<file path="src/rtl/rf_wb_scheduler_pkg.sv">
// Shared sizes and types for the register-file writeback scheduler.
// Keep the sizes here in sync with the top-level parameter defaults.
package rf_wb_scheduler_pkg;

  localparam int NREG = 16;
  localparam int AW   = 4;
  localparam int DW   = 16;

  localparam logic [AW-1:0] REG_ZERO = '0;

  typedef enum logic {
    GNT_A = 1'b0,
    GNT_B = 1'b1
  } gnt_src_e;

endpackage

</file>
<file path="src/rtl/rf_wb_scheduler_rr_arb2.sv">
// Two-requester round-robin arbiter; the pointer remembers the last winner.
// On a tie, the source that did not win last time gets the grant.
module rr_arb2
  import rf_wb_scheduler_pkg::*;
(
  input  logic     clk,
  input  logic     rst,
  input  logic     req_a,
  input  logic     req_b,
  output logic     gnt_a,
  output logic     gnt_b,
  output gnt_src_e last_gnt
);

  gnt_src_e last_q;

  // Nothing is granted while reset is applied, so no source sees its request consumed.
  always_comb begin
    gnt_a = ~rst & req_a & (~req_b | (last_q == GNT_B));
    gnt_b = ~rst & req_b & (~req_a | (last_q == GNT_A));
  end

  always_ff @(posedge clk) begin
    if (rst) begin
      last_q <= GNT_B;
    end else if (gnt_a) begin
      last_q <= GNT_A;
    end else if (gnt_b) begin
      last_q <= GNT_B;
    end
  end

  assign last_gnt = last_q;

endmodule

</file>
<file path="src/rtl/rf_wb_scheduler.sv">
// Scoreboard plus writeback scheduler: blocks issue on RAW/WAW hazards.
// It also merges the ALU and memory writebacks onto the single register-file write port.
module rf_wb_scheduler
  import rf_wb_scheduler_pkg::*;
#(
  parameter int NREG = rf_wb_scheduler_pkg::NREG,
  parameter int AW   = rf_wb_scheduler_pkg::AW,
  parameter int DW   = rf_wb_scheduler_pkg::DW
) (
  input  logic            clk,
  input  logic            rst,
  input  logic            issue_valid,
  input  logic [AW-1:0]   issue_rs1,
  input  logic [AW-1:0]   issue_rs2,
  input  logic            issue_use_rs1,
  input  logic            issue_use_rs2,
  input  logic            issue_we,
  input  logic [AW-1:0]   issue_rd,
  output logic            issue_ready,
  input  logic            wba_valid,
  input  logic [AW-1:0]   wba_rd,
  input  logic [DW-1:0]   wba_data,
  output logic            wba_ready,
  input  logic            wbb_valid,
  input  logic [AW-1:0]   wbb_rd,
  input  logic [DW-1:0]   wbb_data,
  output logic            wbb_ready,
  output logic            rf_we,
  output logic [AW-1:0]   rf_wreg,
  output logic [DW-1:0]   rf_wdata,
  output logic [NREG-1:0] busy,
  output logic            err_spurious
);

  logic [NREG-1:0] busy_q;
  logic [NREG-1:0] busy_next;
  logic            gnt_a;
  logic            gnt_b;
  gnt_src_e        last_gnt;
  logic            wb_valid;
  logic [AW-1:0]   wb_rd;
  logic [DW-1:0]   wb_data;
  logic            issue_fire;
  logic            spurious_hit;

  rr_arb2 u_arb (
    .clk      (clk),
    .rst      (rst),
    .req_a    (wba_valid),
    .req_b    (wbb_valid),
    .gnt_a    (gnt_a),
    .gnt_b    (gnt_b),
    .last_gnt (last_gnt)
  );

  assign wba_ready = gnt_a;
  assign wbb_ready = gnt_b;
  assign wb_valid  = gnt_a | gnt_b;
  assign wb_rd     = gnt_b ? wbb_rd   : wba_rd;
  assign wb_data   = gnt_b ? wbb_data : wba_data;

  // Hazard check uses registered busy only; a commit in this cycle is not bypassed.
  always_comb begin
    issue_ready = ~(issue_use_rs1 & busy_q[issue_rs1])
                & ~(issue_use_rs2 & busy_q[issue_rs2])
                & ~(issue_we      & busy_q[issue_rd]);
  end

  assign issue_fire = issue_valid & issue_ready & issue_we & (issue_rd != REG_ZERO);

  always_comb begin
    busy_next = busy_q;
    if (rf_we) begin
      busy_next[rf_wreg] = 1'b0;
    end
    if (issue_fire) begin
      busy_next[issue_rd] = 1'b1;
    end
    busy_next[0] = 1'b0;
  end

  // A register still sitting in rf_wreg was legitimately busy until just now.
  assign spurious_hit = wb_valid & (wb_rd != REG_ZERO) & ~busy_q[wb_rd] & (wb_rd != rf_wreg);

  always_ff @(posedge clk) begin
    if (rst) begin
      busy_q       <= '0;
      rf_we        <= 1'b0;
      rf_wreg      <= '0;
      rf_wdata     <= '0;
      err_spurious <= 1'b0;
    end else begin
      busy_q <= busy_next;
      rf_we  <= wb_valid & (wb_rd != REG_ZERO);
      if (wb_valid) begin
        rf_wreg  <= wb_rd;
        rf_wdata <= wb_data;
      end
      if (spurious_hit) begin
        err_spurious <= 1'b1;
      end
    end
  end

  assign busy = busy_q;

endmodule

</file>
<file path="config.mk">
export PLATFORM = sky130hd
export DESIGN_NAME = rf_wb_scheduler
export DESIGN_NICKNAME = d
export VERILOG_FILES = /design/src/rtl/rf_wb_scheduler_pkg.sv /design/src/rtl/rf_wb_scheduler_rr_arb2.sv /design/src/rtl/rf_wb_scheduler.sv
export SDC_FILE = /design/constraint.sdc
export NUM_CORES = 1
export LEC_CHECK = 0
export ABC_CLOCK_PERIOD_IN_PS = 3800
export BUFFER_PORTS_ARGS = -buffer_cell sky130_fd_sc_hd__buf_2
export CORE_MARGIN = 1
export CORE_UTILIZATION = 40
export CTS_CLUSTER_DIAMETER = 50
export DETAILED_ROUTE_END_ITERATION = 10
export PLACE_DENSITY = 0.72
export SYNTH_ARGS = -nofsm -noshare
export SYNTH_HDL_FRONTEND = slang
export SYNTH_SLANG_ARGS = --single-unit
export TNS_END_PERCENT = 50
</file>
<file path="constraint.sdc">
create_clock -name clk -period 3.8 [get_ports clk]
set_input_delay 0 -clock clk [delete_from_list [all_inputs] [get_ports clk]]
set_output_delay 0 -clock clk [all_outputs]
set_load 0.02 [all_outputs]
</file>
Word level (Yosys, flattened, before mapping)
Index checks and enable logic that the tools add are counted.
{"block": "totals", "wordCells": 67, "out_inout_bits": 41, "reg_bits": 39, "inputBits": 60}
{"block": "op_classes", "n_bitwise": 29, "n_eq_ne": 1, "n_reduce_logical": 5, "n_lt_le_gt_ge": 7, "mux": 18}
{"operator": "16-bit two-way mux", "count": 3}
{"operator": "4-bit by 5-bit less-than comparator with 1-bit output (second input constant)", "count": 5}
{"operator": "16-bit AND", "count": 1}
{"operator": "1-bit binary-select mux with 4-bit select", "count": 4}
{"operator": "16-bit inverter", "count": 1}
{"operator": "16-bit OR", "count": 1}
{"operator": "1-bit AND", "count": 15}
{"operator": "1-bit demux with 4-bit select", "count": 2}
{"operator": "4-bit by 1-bit greater-or-equal comparator with 1-bit output (second input constant)", "count": 2}
{"operator": "1-bit two-way mux", "count": 8}
{"operator": "1-bit inverter", "count": 8}
{"operator": "4-bit nonzero test", "count": 2}
{"operator": "4-bit two-way mux", "count": 1}
{"operator": "4-bit inequality test", "count": 1}
{"operator": "1-bit OR", "count": 3}
{"operator": "1-bit logical AND", "count": 2}
{"operator": "2-bit nonzero test", "count": 1}

Depth between registers and ports, before layout
{"block": "logic_depth", "word_depth": 10, "depth_mapped": 10, "ltp_nobuf": 7}

Modules after synthesis
From an unflattened synthesis, not the netlist that was laid out.
{"block": "unflattened", "hier_cells": 281, "area_unflattened_um2": 2481.1}
{"mod": "rf_wb_scheduler", "instances": 1, "seq_area_each_um2": 740.7, "area_per_inst_um2": 2421.1, "cells_each": 273}
{"mod": "rr_arb2", "instances": 1, "seq_area_each_um2": 20.0, "area_per_inst_um2": 60.1, "cells_each": 8}

Worst setup path after synthesis
Ideal clock, no wire load.
{"block": "synth_path", "path_type": "register to register", "from": "reg busy_q[7], in the netlist busy[7]", "to": "reg busy_q[11], in the netlist busy[11]", "setup_slack_ns": 1.809, "setup_ns": 0.067, "period_less_slack_ns": 1.991, "path_stages_with_launch": 7, "required_time_ns": 3.733, "arrival_ns": 1.924, "path_buffers": 1, "cell_sequence": "dfxtp_1 > mux4_2 > mux4_2 > a22oi_2 > nand2_2 > buf_6 > o21ai_2"}
{"block": "synth_between", "elab_chain_len": 10, "elab_cells_between_ends": 18, "cone_classes": "mux: 7; bitwise: 11"}
{"item": "from (decl)", "line": "rf_wb_scheduler.sv:35", "source": "logic [NREG-1:0] busy_q;"}
{"item": "from (signal assigned)", "line": "rf_wb_scheduler.sv:93", "source": "busy_q <= busy_next;"}
{"item": "1-bit binary-select mux with 4-bit select, on equally long branches", "line": "rf_wb_scheduler.sv:64, rf_wb_scheduler.sv:65"}
{"item": "1-bit two-way mux, on equally long branches", "line": "rf_wb_scheduler.sv:64, rf_wb_scheduler.sv:65"}
{"item": "1-bit AND, on equally long branches", "line": "rf_wb_scheduler.sv:64, rf_wb_scheduler.sv:65"}
{"item": "1-bit inverter, on equally long branches", "line": "rf_wb_scheduler.sv:64, rf_wb_scheduler.sv:65"}
{"item": "1-bit AND", "line": "rf_wb_scheduler.sv:65", "source": "& ~(issue_use_rs2 & busy_q[issue_rs2])"}
{"item": "1-bit AND *", "line": "rf_wb_scheduler.sv:66", "source": "& ~(issue_we & busy_q[issue_rd]);"}
{"item": "1-bit AND * (3 in series)", "line": "rf_wb_scheduler.sv:69", "source": "assign issue_fire = issue_valid & issue_ready & issue_we & (issue_rd != REG_ZERO);"}
{"item": "16-bit two-way mux *", "line": "rf_wb_scheduler.sv:76", "source": "if (issue_fire) begin"}
Mark *: on every way between the ends. The rest lies on a longest branch, timed or not. The select of a mux whose other input is x is not followed.
A chain may end at the register's enable or synchronous reset.

Worst setup path after layout
{"block": "layout_path", "from": "reg busy_q[7], in the netlist busy[7]", "to": "out issue_ready"}
{"block": "layout_between", "elab_chain_len": 6, "elab_cells_between_ends": 14, "cone_classes": "mux: 6; bitwise: 8"}
{"item": "1-bit binary-select mux with 4-bit select, on equally long branches", "line": "rf_wb_scheduler.sv:64, rf_wb_scheduler.sv:65"}
{"item": "1-bit two-way mux, on equally long branches", "line": "rf_wb_scheduler.sv:64, rf_wb_scheduler.sv:65"}
{"item": "1-bit AND, on equally long branches", "line": "rf_wb_scheduler.sv:64, rf_wb_scheduler.sv:65"}
{"item": "1-bit inverter, on equally long branches", "line": "rf_wb_scheduler.sv:64, rf_wb_scheduler.sv:65"}
{"item": "1-bit AND", "line": "rf_wb_scheduler.sv:65"}
{"item": "1-bit AND *", "line": "rf_wb_scheduler.sv:66"}
{"item": "to (decl)", "line": "rf_wb_scheduler.sv:19", "source": "output logic issue_ready,"}
Marks and branches as above.

==> flow_summary.toml <==
[sta]
finalSetupViolations = 0
slew_headroom = 0.322
period_needed_ns = 2.45
worst_pin_slew_ns = 1.02
fin_ws_ns = 1.35
final_hold_viol_count = 0
timing.final.crit_share = 0.646
final.setup.tns_ns = 0
fmax_ghz = 0.408
grt_setup_unrepaired = "no"
clock_skew_ns = 0.00494
slew_violations = 0

[finish]
drive_gt1_frac = 0.339
finalNonFillerCells = 472
area_growth_pct = 26.2
layout.nets = 455
num_antenna_cells = 0

[synthesis]
synth_cells = 303
postSynthAreaPerCell_um2 = 8.69
async_reset_ff_frac = 0
synthesis.nets = 363
synth_seq_cells = 38
syn_area_mm2 = 0.00263
synth_warnings = 0
synthFlopType = "dfxtp_1"
yosysTopAreaCell = "dfxtp_1"
synth_edf_count = 0
synth.area.top_cells = "dfxtp_1 (29%), mux4_2 (10%), mux2i_1 (9.1%)"
synth_seq_area_share = 0.289
synth_cell_types = 46
synth_top_area_share = 0.289

[pwr]
power.total_mw = 1.03
ir_drop_mv = 0.173
power.leakage_nw = 1.39
p_per_area_mw_per_mm2 = 310

[worst_setup_path]
path_class = "reg2out"
startpoint_type = "flip-flop"
cp_max_fo = 15
worst_ep_arrival_time_ns = 2.45
required_ns = 3.80
r2r_cells = 6
end_kind = "output port"

[cts]
clk_pin_slew_worst_paths_ns = 0.07
htree_levels = 2
cts_resized = 0
cts.path.max_buffers = 2
insertion_delay_ns = 0.29
cts_buffers = 5
cts_tree = "done"
cts_sinks = 38
root_buffer = "clkbuf_8"

[global_route]
grt_pass1_wl_mm = 12.9
grt_use_total = 0.228
grt_pass1_vias = 2666
grt_antenna_before_repair = 0
grt-ovfl-total = 0
grt_max_degree = 33

[placement]
gp_routability_congestion = 0.873
post-place-ws_ns = 1.40
dp.cells = 454
post-dp-hpwl_mm = 5.53
io_buffers = 99

[run_status]
status = "finished, final reports clean"

[drt]
drcViolationCount = 0
finalWirelength_mm = 7.81
drt_iter0_drc = 160
vias = 2767
dr.pass1.iters = 4
post_drt_wl_per_cell_um = 16.6
vias_per_cell = 5.86
ant_nets = 0

[floorplan]
initial_utilization = 0.415
rows = 29
coreArea_mm2 = 0.00635
die_w_um = 83.1
die_area_mm2 = 0.00691
num_io_pins = 101
die_h_um = 83.1

[min_path]
whs_path_depth = 3
min_path_type = "in2reg"

[job]
max_cap_viol_count = 0
metrics by stage:
stage               hold WS [ns]  instance area, um^2   util
detailed placement         0.298                 3100  0.488
CTS                      0.00222                 3320  0.524
floorplan                  0.156                 2630      -
global placement           0.291                 3100  0.488
global route              0.0165                 3320  0.524
finish                   0.00342                 3320  0.524
final cells by class:
cell class / instances / area (um^2)
Fill cell: 607 / 3030
Multi-Input combinational cell: 231 / 1710
Sequential cell: 38 / 761
Timing Repair Buffer: 111 / 613
Tap cell: 77 / 96.3
Clock buffer: 6 / 82.6
Clock inverter: 1 / 30.0
Inverter: 8 / 30.0
layer usage:
layer / global-route usage / part of all wire
met4: 0.0846 / 0.024
met5: 0 / 0
met1: 0.298 / 0.41
met2: 0.384 / 0.50
met3: 0.0328 / 0.066
timing repair:
item                                   CTS  global route
endpoints found under the hold margin   11             0
buffers inserted                         0             0
hold buffers                            11             0
cells in the mapped netlist, drive strengths merged, types with 5 or more instances:
| cell | n |
|---|---|
| inv | 7 |
| nand2 | 30 |
| nand3 | 12 |
| nor2 | 24 |
| buf | 10 |
| and3 | 5 |
| a211oi | 23 |
| dfxtp | 38 |
| mux2i | 24 |
| clkbuf | 16 |
| nand2b | 17 |
| o21ai | 20 |
| mux4 | 12 |
| o211ai | 9 |
logic make-up (layout without fill, tap and decap cells):
family / count (synthesis) / in the layout / share of synthesized area
other: 1 / 1 / 0.00142
AND/OR/NAND/NOR: 115 / 115 / 0.225
multiplexers: 37 / 37 / 0.198
AO/OA/AOI/OAI: 78 / 78 / 0.225
buffers and inverters: 34 / 126 / 0.0613
flip-flops: 38 / 38 / 0.289
worst paths after layout:
check	startpoint	end	slack, ns
min	wbb_data[1]	rf_wdata[1]	0.003
max reg2reg	u_arb.last_gnt	err_spurious	1.59
min reg2reg	err_spurious	err_spurious	0.52
max	busy[7]	issue_ready	1.35
registers in the layout, indices dropped and copies added (netlist names):
name	cells
u_arb.last_gnt	1
rf_wdata	16
rf_we	1
err_spurious	1
rf_wreg	4
busy	15
cells in the final DEF (no fill, tap or decap), drive strengths merged, types with 3 or more instances in the layout:
master	n
nand4	4
nand3b	4
nor3b	4
and3	5
a211oi	23
nand2b	17
dfxtp	38
inv	7
mux2i	24
nand3	12
nor4b	4
o211ai	9
and2	3
nor3	3
clkbuf	6
o21ai	20
a311oi	4
a21oi	3
buf	100
nand2	30
nor2	24
mux4	12
o311ai	4
dlygate4sd3	11
power breakdown:
group	switching (mW)	internal [mW]	total, mW
clock network	0.137	0.210	0.346
logic	0.136	0.102	0.237
registers	0.0257	0.422	0.448
total	0.298	0.733	1.03
critical path, cell delays in order, from the launching register on:
cell and delay [ns]:
dfxtp_1 0.40, mux4_2 0.51, mux4_2 0.48, a22oi_2 0.23, nand2_2 0.27, inv_1 0.12
buf_2 0.17
Note: power is estimated with default switching activity, not from simulation.
